`src/rtl/host_link_pkg.sv`:
```
// -----------------------------------------------------------------------------
// host_link_pkg
// Shared types and constants for the temperature-sensor host link.
//   - tx_state_e   : TX command FSM states. Each byte phase (CMD, LO, HI) has
//                    SEND / WAIT_HI / WAIT_LO sub-states.
//   - default command bytes and inter-byte timeout
//   - cmd_byte()   : selects the command byte for a threshold request
// -----------------------------------------------------------------------------
package host_link_pkg;

    localparam logic [7:0]  CMD_SET_HIGH_DEF   = 8'hA1;
    localparam logic [7:0]  CMD_SET_LOW_DEF    = 8'hA2;
    localparam int unsigned TIMEOUT_CYCLES_DEF = 32'd300;

    typedef enum logic [3:0] {
        TX_IDLE        = 4'd0,
        TX_CMD_SEND    = 4'd1,
        TX_CMD_WAIT_HI = 4'd2,
        TX_CMD_WAIT_LO = 4'd3,
        TX_LO_SEND     = 4'd4,
        TX_LO_WAIT_HI  = 4'd5,
        TX_LO_WAIT_LO  = 4'd6,
        TX_HI_SEND     = 4'd7,
        TX_HI_WAIT_HI  = 4'd8,
        TX_HI_WAIT_LO  = 4'd9
    } tx_state_e;

    // sel = 0 selects the high-threshold command, sel = 1 the low one
    function automatic logic [7:0] cmd_byte(input logic       sel,
                                            input logic [7:0] cmd_high,
                                            input logic [7:0] cmd_low);
        logic [7:0] res;
        if (sel) begin
            res = cmd_low;
        end else begin
            res = cmd_high;
        end
        return res;
    endfunction

endpackage

```
`src/rtl/temp_sens_host_link_if.sv`:
```
// -----------------------------------------------------------------------------
// temp_sens_host_link_if
// Groups the controller-facing config handshake, the byte-UART TX/RX signals
// and the measurement outputs of the host link.
//   slave  : view of the host link itself
//   master : view of the surrounding system (controller + UART)
// -----------------------------------------------------------------------------
interface temp_sens_host_link_if;

    logic        cfg_valid;
    logic        cfg_sel;
    logic [15:0] cfg_value;
    logic        cfg_ready;
    logic        tx_start;
    logic [7:0]  tx_data;
    logic        tx_busy;
    logic [7:0]  rx_data;
    logic        rx_ready;
    logic        resync;
    logic [15:0] meas_value;
    logic        meas_valid;
    logic        frame_err;

    modport slave (
        input  cfg_valid, cfg_sel, cfg_value, tx_busy, rx_data, rx_ready, resync,
        output cfg_ready, tx_start, tx_data, meas_value, meas_valid, frame_err
    );

    modport master (
        output cfg_valid, cfg_sel, cfg_value, tx_busy, rx_data, rx_ready, resync,
        input  cfg_ready, tx_start, tx_data, meas_value, meas_valid, frame_err
    );

endinterface

```
`src/rtl/host_link_rx_asm.sv`:
```
// -----------------------------------------------------------------------------
// host_link_rx_asm
// Reassembles 2-byte measurement frames (low byte first) into a 16-bit word.
// Optional feature macro: HOST_LINK_TIMEOUT_EN (inter-byte timeout with
// frame_err pulse; without it frame_err is tied low and a half frame waits
// indefinitely for its high byte).
// Ports:
//   clk, rst_n  : clock, async active-low reset
//   rx_data     : byte from UART, valid with rx_ready strobe
//   resync      : synchronous clear of the byte phase (beats rx_ready)
//   meas_value  : last complete measurement
//   meas_valid  : one-cycle pulse when meas_value updates
//   frame_err   : one-cycle pulse when a half frame is discarded by timeout
// -----------------------------------------------------------------------------
module host_link_rx_asm
`ifdef HOST_LINK_TIMEOUT_EN
#(
    parameter int unsigned TIMEOUT_CYCLES = 32'd300
)
`endif
(
    input  logic        clk,
    input  logic        rst_n,
    input  logic [7:0]  rx_data,
    input  logic        rx_ready,
    input  logic        resync,
    output logic [15:0] meas_value,
    output logic        meas_valid,
    output logic        frame_err
);

    logic        phase_q, phase_d;   // 0 = expecting low byte
    logic [7:0]  lo_buf_q, lo_buf_d;
    logic [15:0] meas_value_q, meas_value_d;
    logic        meas_valid_q, meas_valid_d;

`ifdef HOST_LINK_TIMEOUT_EN
    localparam int CNT_W = (TIMEOUT_CYCLES > 32'd2) ? $clog2(TIMEOUT_CYCLES) : 1;
    localparam logic [CNT_W-1:0] CNT_MAX = CNT_W'(TIMEOUT_CYCLES - 32'd1);

    logic [CNT_W-1:0] cnt_q, cnt_d;
    logic             frame_err_q, frame_err_d;
`endif

    // Next-state: resync first, then a received byte, then the timeout
    always_comb begin
        phase_d      = phase_q;
        lo_buf_d     = lo_buf_q;
        meas_value_d = meas_value_q;
        meas_valid_d = 1'b0;
`ifdef HOST_LINK_TIMEOUT_EN
        cnt_d        = cnt_q;
        frame_err_d  = 1'b0;
`endif
        if (resync) begin
            phase_d = 1'b0;
`ifdef HOST_LINK_TIMEOUT_EN
            cnt_d   = '0;
`endif
        end else if (rx_ready) begin
`ifdef HOST_LINK_TIMEOUT_EN
            cnt_d = '0;
`endif
            if (!phase_q) begin
                lo_buf_d = rx_data;
                phase_d  = 1'b1;
            end else begin
                meas_value_d = {rx_data, lo_buf_q};
                meas_valid_d = 1'b1;
                phase_d      = 1'b0;
            end
`ifdef HOST_LINK_TIMEOUT_EN
        end else if (phase_q) begin
            if (cnt_q == CNT_MAX) begin
                phase_d     = 1'b0;
                lo_buf_d    = 8'h00;
                frame_err_d = 1'b1;
                cnt_d       = '0;
            end else begin
                cnt_d = cnt_q + CNT_W'(1);
            end
        end else begin
            cnt_d = '0;
        end
`else
        end else begin
            phase_d = phase_q;
        end
`endif
    end

    // RX state registers
    always_ff @(posedge clk or negedge rst_n) begin
        if (!rst_n) begin
            phase_q      <= 1'b0;
            lo_buf_q     <= 8'h00;
            meas_value_q <= 16'h0000;
            meas_valid_q <= 1'b0;
        end else begin
            phase_q      <= phase_d;
            lo_buf_q     <= lo_buf_d;
            meas_value_q <= meas_value_d;
            meas_valid_q <= meas_valid_d;
        end
    end

`ifdef HOST_LINK_TIMEOUT_EN
    // Timeout counter and error pulse registers
    always_ff @(posedge clk or negedge rst_n) begin
        if (!rst_n) begin
            cnt_q       <= '0;
            frame_err_q <= 1'b0;
        end else begin
            cnt_q       <= cnt_d;
            frame_err_q <= frame_err_d;
        end
    end

    assign frame_err = frame_err_q;
`else
    assign frame_err = 1'b0;
`endif

    assign meas_value = meas_value_q;
    assign meas_valid = meas_valid_q;

endmodule

```
`src/rtl/temp_sens_host_link.sv`:
```
// -----------------------------------------------------------------------------
// temp_sens_host_link
// Host-side end of the temperature-sensor UART link.
//   TX: on an accepted threshold request sends command byte, value[7:0],
//       value[15:8] to a byte UART, handshaking each byte on tx_busy.
//   RX: 2-byte measurement frame reassembly (host_link_rx_asm).
// Optional feature macro: HOST_LINK_TIMEOUT_EN (RX inter-byte timeout).
// Ports:
//   clk, rst_n : clock, async active-low reset
//   bus        : temp_sens_host_link_if.slave -- cfg handshake (cfg_valid,
//                cfg_sel, cfg_value, cfg_ready), UART TX (tx_start, tx_data,
//                tx_busy), UART RX (rx_data, rx_ready, resync) and
//                measurement outputs (meas_value, meas_valid, frame_err)
// -----------------------------------------------------------------------------
module temp_sens_host_link
    import host_link_pkg::*;
#(
    parameter logic [7:0] CMD_SET_HIGH = CMD_SET_HIGH_DEF,
    parameter logic [7:0] CMD_SET_LOW  = CMD_SET_LOW_DEF
`ifdef HOST_LINK_TIMEOUT_EN
    ,
    parameter int unsigned TIMEOUT_CYCLES = TIMEOUT_CYCLES_DEF
`endif
)
(
    input  logic                  clk,
    input  logic                  rst_n,
    temp_sens_host_link_if.slave  bus
);

    tx_state_e   state_q, state_d;
    logic        sel_q, sel_d;
    logic [15:0] value_q, value_d;
    logic        cfg_ready_q, cfg_ready_d;
    logic        tx_start_q, tx_start_d;
    logic [7:0]  tx_data_q, tx_data_d;

    // TX FSM next-state and registered-output computation
    always_comb begin
        state_d    = state_q;
        sel_d      = sel_q;
        value_d    = value_q;
        tx_start_d = 1'b0;
        tx_data_d  = tx_data_q;
        case (state_q)
            TX_IDLE: begin
                // cfg_ready is high exactly in IDLE, so cfg_valid alone accepts
                if (bus.cfg_valid) begin
                    sel_d   = bus.cfg_sel;
                    value_d = bus.cfg_value;
                    state_d = TX_CMD_SEND;
                end else begin
                    state_d = TX_IDLE;
                end
            end
            TX_CMD_SEND: begin
                if (!bus.tx_busy) begin
                    tx_start_d = 1'b1;
                    tx_data_d  = cmd_byte(sel_q, CMD_SET_HIGH, CMD_SET_LOW);
                    state_d    = TX_CMD_WAIT_HI;
                end else begin
                    state_d = TX_CMD_SEND;
                end
            end
            TX_CMD_WAIT_HI: begin
                if (bus.tx_busy) begin
                    state_d = TX_CMD_WAIT_LO;
                end else begin
                    state_d = TX_CMD_WAIT_HI;
                end
            end
            TX_CMD_WAIT_LO: begin
                if (!bus.tx_busy) begin
                    state_d = TX_LO_SEND;
                end else begin
                    state_d = TX_CMD_WAIT_LO;
                end
            end
            TX_LO_SEND: begin
                if (!bus.tx_busy) begin
                    tx_start_d = 1'b1;
                    tx_data_d  = value_q[7:0];
                    state_d    = TX_LO_WAIT_HI;
                end else begin
                    state_d = TX_LO_SEND;
                end
            end
            TX_LO_WAIT_HI: begin
                if (bus.tx_busy) begin
                    state_d = TX_LO_WAIT_LO;
                end else begin
                    state_d = TX_LO_WAIT_HI;
                end
            end
            TX_LO_WAIT_LO: begin
                if (!bus.tx_busy) begin
                    state_d = TX_HI_SEND;
                end else begin
                    state_d = TX_LO_WAIT_LO;
                end
            end
            TX_HI_SEND: begin
                if (!bus.tx_busy) begin
                    tx_start_d = 1'b1;
                    tx_data_d  = value_q[15:8];
                    state_d    = TX_HI_WAIT_HI;
                end else begin
                    state_d = TX_HI_SEND;
                end
            end
            TX_HI_WAIT_HI: begin
                if (bus.tx_busy) begin
                    state_d = TX_HI_WAIT_LO;
                end else begin
                    state_d = TX_HI_WAIT_HI;
                end
            end
            TX_HI_WAIT_LO: begin
                if (!bus.tx_busy) begin
                    state_d = TX_IDLE;
                end else begin
                    state_d = TX_HI_WAIT_LO;
                end
            end
            default: begin
                state_d = TX_IDLE;
            end
        endcase
        // registered so cfg_ready tracks the state it will be in next cycle
        cfg_ready_d = (state_d == TX_IDLE);
    end

    // TX FSM state and output registers
    always_ff @(posedge clk or negedge rst_n) begin
        if (!rst_n) begin
            state_q     <= TX_IDLE;
            sel_q       <= 1'b0;
            value_q     <= 16'h0000;
            cfg_ready_q <= 1'b1;
            tx_start_q  <= 1'b0;
            tx_data_q   <= 8'h00;
        end else begin
            state_q     <= state_d;
            sel_q       <= sel_d;
            value_q     <= value_d;
            cfg_ready_q <= cfg_ready_d;
            tx_start_q  <= tx_start_d;
            tx_data_q   <= tx_data_d;
        end
    end

    assign bus.cfg_ready = cfg_ready_q;
    assign bus.tx_start  = tx_start_q;
    assign bus.tx_data   = tx_data_q;

`ifdef HOST_LINK_TIMEOUT_EN
    host_link_rx_asm #(
        .TIMEOUT_CYCLES (TIMEOUT_CYCLES)
    ) u_rx_asm (
`else
    host_link_rx_asm u_rx_asm (
`endif
        .clk        (clk),
        .rst_n      (rst_n),
        .rx_data    (bus.rx_data),
        .rx_ready   (bus.rx_ready),
        .resync     (bus.resync),
        .meas_value (bus.meas_value),
        .meas_valid (bus.meas_valid),
        .frame_err  (bus.frame_err)
    );

endmodule

```
`src/flat_wrapper.sv`:
```
// flat-port wrapper written by rule: the top's interface ports become plain ports
module temp_sens_host_link_flat import host_link_pkg::*;
#(
    parameter logic [7:0] CMD_SET_HIGH = CMD_SET_HIGH_DEF,
    parameter logic [7:0] CMD_SET_LOW  = CMD_SET_LOW_DEF

)
  (clk, rst_n, bus_cfg_valid, bus_cfg_sel, bus_cfg_value, bus_tx_busy, bus_rx_data, bus_rx_ready, bus_resync, bus_cfg_ready, bus_tx_start, bus_tx_data, bus_meas_value, bus_meas_valid, bus_frame_err);
  temp_sens_host_link_if bus_i ();
  input  logic clk;
  input  logic rst_n;
  input wire logic [$bits(bus_i.cfg_valid)-1:0] bus_cfg_valid;
  input wire logic [$bits(bus_i.cfg_sel)-1:0] bus_cfg_sel;
  input wire logic [$bits(bus_i.cfg_value)-1:0] bus_cfg_value;
  input wire logic [$bits(bus_i.tx_busy)-1:0] bus_tx_busy;
  input wire logic [$bits(bus_i.rx_data)-1:0] bus_rx_data;
  input wire logic [$bits(bus_i.rx_ready)-1:0] bus_rx_ready;
  input wire logic [$bits(bus_i.resync)-1:0] bus_resync;
  output wire logic [$bits(bus_i.cfg_ready)-1:0] bus_cfg_ready;
  output wire logic [$bits(bus_i.tx_start)-1:0] bus_tx_start;
  output wire logic [$bits(bus_i.tx_data)-1:0] bus_tx_data;
  output wire logic [$bits(bus_i.meas_value)-1:0] bus_meas_value;
  output wire logic [$bits(bus_i.meas_valid)-1:0] bus_meas_valid;
  output wire logic [$bits(bus_i.frame_err)-1:0] bus_frame_err;
  assign bus_i.cfg_valid = bus_cfg_valid;
  assign bus_i.cfg_sel = bus_cfg_sel;
  assign bus_i.cfg_value = bus_cfg_value;
  assign bus_i.tx_busy = bus_tx_busy;
  assign bus_i.rx_data = bus_rx_data;
  assign bus_i.rx_ready = bus_rx_ready;
  assign bus_i.resync = bus_resync;
  assign bus_cfg_ready = bus_i.cfg_ready;
  assign bus_tx_start = bus_i.tx_start;
  assign bus_tx_data = bus_i.tx_data;
  assign bus_meas_value = bus_i.meas_value;
  assign bus_meas_valid = bus_i.meas_valid;
  assign bus_frame_err = bus_i.frame_err;
  temp_sens_host_link #(.CMD_SET_HIGH(CMD_SET_HIGH), .CMD_SET_LOW(CMD_SET_LOW)) u_core (.clk(clk), .rst_n(rst_n), .bus(bus_i));
endmodule
```
`config.mk`:
```
export PLATFORM = sky130hd
export DESIGN_NAME = temp_sens_host_link_flat
export DESIGN_NICKNAME = d
export VERILOG_FILES = /design/src/rtl/host_link_pkg.sv /design/src/rtl/temp_sens_host_link_if.sv /design/src/rtl/host_link_rx_asm.sv /design/src/rtl/temp_sens_host_link.sv /design/src/flat_wrapper.sv
export SDC_FILE = /design/constraint.sdc
export NUM_CORES = 1
export LEC_CHECK = 0
export CAP_MARGIN = 10
export CELL_PAD_IN_SITES_DETAIL_PLACEMENT = 2
export CELL_PAD_IN_SITES_GLOBAL_PLACEMENT = 2
export CORE_ASPECT_RATIO = 0.9
export CORE_MARGIN = 4
export CORE_UTILIZATION = 35
export CTS_BUF_LIST = sky130_fd_sc_hd__clkbuf_4
export DETAILED_ROUTE_END_ITERATION = 10
export PLACE_DENSITY_LB_ADDON = 0.1
export SLEW_MARGIN = 25
export SYNTH_ARGS = -nofsm -noshare
export SYNTH_HDL_FRONTEND = slang
export SYNTH_SLANG_ARGS = --single-unit
```
`constraint.sdc`:
```
create_clock -name clk -period 2.9 [get_ports clk]
set_input_delay 0.435 -clock clk [delete_from_list [all_inputs] [get_ports clk]]
set_output_delay 0.435 -clock clk [all_outputs]
set_load 0.005 [all_outputs]
```
==> results.py <==
metrics = {
    "critical_path": {
        "crit_type": "reg -> reg",
        "cp_max_fo": 15,
        "critPathCaptureType": "register",
        "crit_required_ns": 3.18,
        "cp.arrival_ns": 2.30,
        "cp-start-kind": "register",
    },
    "hold_path": {
        "min_path_type": "in -> async",
    },
    "floorplan": {
        "die_y_um": 87.13,
        "initial_core_util_pct": 36.58,
        "pin_count": 59,
        "die_w_um": 95.92,
        "rows": 28,
        "die_area_um2": 8357,
        "core_area_um2": 6656,
    },
    "sta": {
        "clock.fmax_mhz": 495.5,
        "post-route-period-util_pct": 69.59,
        "fin_ws_ns": 0.8818,
        "hold_viol_final": 0,
        "skew_ns": 0.01604,
        "holdWs_ns": 0.03603,
        "timing.setup.tns_ns": 0,
        "min_period_ns": 2.018,
        "rsz0062_at_grt": "no",
        "tightestPinTransition_ns": 0.7132,
        "max_slew_margin_pct": 52.24,
        "setup-violations-final": 0,
        "final_max_slew_viol_count": 0,
    },
    "layout": {
        "fin_area_um2": 3236,
        "area_growth_pct": 32.89,
        "post-route-util_pct": 48.61,
        "drive_above_1_share_pct": 21.25,
        "final_cell_mix": "56 x clkdlybuf4s50_1, 56 x dfrtp_1, 55 x nand2_1, 25 x mux2_2, 10 x clkbuf_4",
        "nets": 299,
        "n_antenna_cell": 0,
    },
    "logic_synthesis": {
        "synth_area_leaders": "dfrtp_1 58%, mux2_2 12%, nand2_1 8.5%",
        "synth_area_um2": 2435,
        "synthesis.nets": 237,
        "synth_cell_types": 34,
        "ys.flop_type": "dfrtp_1",
        "yosys.area.top_type_share_pct": 57.55,
        "synth_edf_count": 0,
        "syn_inst": 206,
        "ys_ff_latch": 57,
        "synth_area_leader_cell": "dfrtp_1",
        "async_reset_ff_share_pct": 100.0,
        "ys_seq_area_share_pct": 58.63,
        "syn_avg_cell_area_um2": 11.82,
        "ys_warn_count": 0,
    },
    "route": {
        "dr.pass1.iters": 4,
        "vias": 1744,
        "antenna_left": 0,
        "wl_per_cell_um": 17.12,
        "drcViolationCount": 0,
        "initialDrtViolationCount": 65,
        "drt-total-wl_mm": 6.214,
        "via_per_inst": 4.804,
    },
    "power_and_ir_drop": {
        "p_sw_mw": 0.9603,
        "seqPwrFrac_pct": 43.3,
        "ir_drop_mv": 0.3685,
        "swShare_pct": 31.25,
        "internal_power_mw": 2.112,
        "clockPowerShare_pct": 21.3,
        "leakage_nw": 1.470,
        "pwr-share-comb_pct": 35.4,
        "cellPowerDensity_nw_per_um2": 949.6,
    },
    "place": {
        "gp_congestion": 0.6836,
        "io_buffers": 57,
        "dp_hpwl_mm": 4.335,
        "placed_cell_area_um2": 3078,
        "place_ws_ns": 0.6943,
    },
    "clocking": {
        "cts_sinks": 57,
        "post-cts-setup-buffers": 0,
        "clk_latency_ns": 0.40,
        "cts_root_buf": "clkbuf_4",
        "cts_resized": 0,
        "htreeDepth": 3,
        "cts.reportedPaths.clkPinSlew_ns": 0.11,
        "cts_tree": "yes",
        "clk_path_buf_depth": 2,
        "cts_made_buffers": 9,
        "hold_buffers": 0,
    },
    "grt": {
        "grt_pass1_wl_mm": 10.58,
        "grt_antenna_before_repair": 0,
        "grtUsageTotal_pct": 16.85,
        "grt_pass1_vias": 2082,
        "grt_max_degree": 31,
        "overflow": 0,
    },
    "run_status": {
        "status": "completed",
    },
    "job": {
        "drv_cap": 0,
    },
}
metal layers:
layer	vias to the layer above	share of wire (%)	track usage, %
met3	2	5.4	6.050
met1	872	46	22.09
li1	823	-	-
met5	-	0	0
met4	0	0.47	4.264
met2	47	48	26.52
through the flow:
step	instances	total power, mW
after detailed placement	347	2.441
after global routing	363	3.310
after CTS	363	3.128
after floorplan	206	1.972
after global placement	347	2.388
final	363	3.073
final cells by class:
type,instances,area [µm²]
Clock buffer,10,75.07
Tap cell,90,112.6
Sequential cell,57,1428
Multi-Input combinational cell,136,934.6
Fill cell,679,3421
Clock inverter,6,82.58
Timing Repair Buffer,60,588.1
Inverter,4,15.01
logic make-up (layout without fill, tap and decap cells):
group / count (synthesis) / in the layout / share of synthesized area [%]
compound gates: 21 / 21 / 6.012
flops: 57 / 57 / 58.63
other cells: 1 / 1 / 0.1540
xor+xnor: 4 / 4 / 1.439
buf+inv: 13 / 80 / 2.980
simple gates: 76 / 76 / 13.88
mux: 34 / 34 / 16.91
flip-flops by register name, indices dropped and copies added (netlist names):
name / cells
u_core.bus.cfg_ready: 1
u_core.bus.tx_data: 8
u_core.bus.tx_start: 1
u_core.sel_q: 1
u_core.state_q: 4
u_core.u_rx_asm.lo_buf_q: 8
u_core.u_rx_asm.meas_valid: 1
u_core.u_rx_asm.meas_value: 16
u_core.u_rx_asm.phase_q: 1
u_core.value_q: 16
power groups by stage:
stage | Combinational (mW) | Sequential [mW] | Clock [mW]
after floorplan | 0.720 | 1.25 | 0
after global placement | 1.05 | 1.34 | 0
after detailed placement | 1.09 | 1.35 | 0
after CTS | 1.11 | 1.34 | 0.681
after global routing | 1.21 | 1.38 | 0.724
final | 1.09 | 1.33 | 0.653
worst max-delay path: stages (launching register included):
cell     delay (ns)
dfrtp_1        0.68
xnor2_1        0.18
a21oi_1        0.08
or3_1          0.58
mux2_4         0.39
cell usage after synthesis (2+ instances only):
cell and n:
o21ai_0 4, clkbuf_1 2, mux2_2 25, nor2_1 7
nor2b_1 3, a21oi_1 3, buf_6 2, dfrtp_1 56
nor3b_2 2, or2_2 2, a22o_1 5, inv_1 3
mux2_4 8, nand2_1 55, a22oi_1 2, xnor2_1 3
buf_2 4, o22ai_1 4
final timing paths:
kind / startpoint / endpoint / slack (ns) / depth (start not counted)
worst max-delay path: u_core.state_q[1] / u_core.bus.tx_data[5] / 0.88 / 4
worst min register to register: u_core.u_rx_asm.lo_buf_q[5] / u_core.u_rx_asm.meas_value[5] / 0.48 / 2
worst max register to register: u_core.state_q[1] / u_core.bus.tx_data[5] / 0.88 / 4
min in group clk: u_core.u_rx_asm.lo_buf_q[5] / u_core.u_rx_asm.meas_value[5] / 0.48 / 2
worst min-delay path: rst_n / u_core.u_rx_asm.meas_value[0] / 0.04 / 2
max in group asynchronous: rst_n / u_core.bus.cfg_ready / 2.51 / 2
Note: power is estimated with default switching activity, not from simulation.
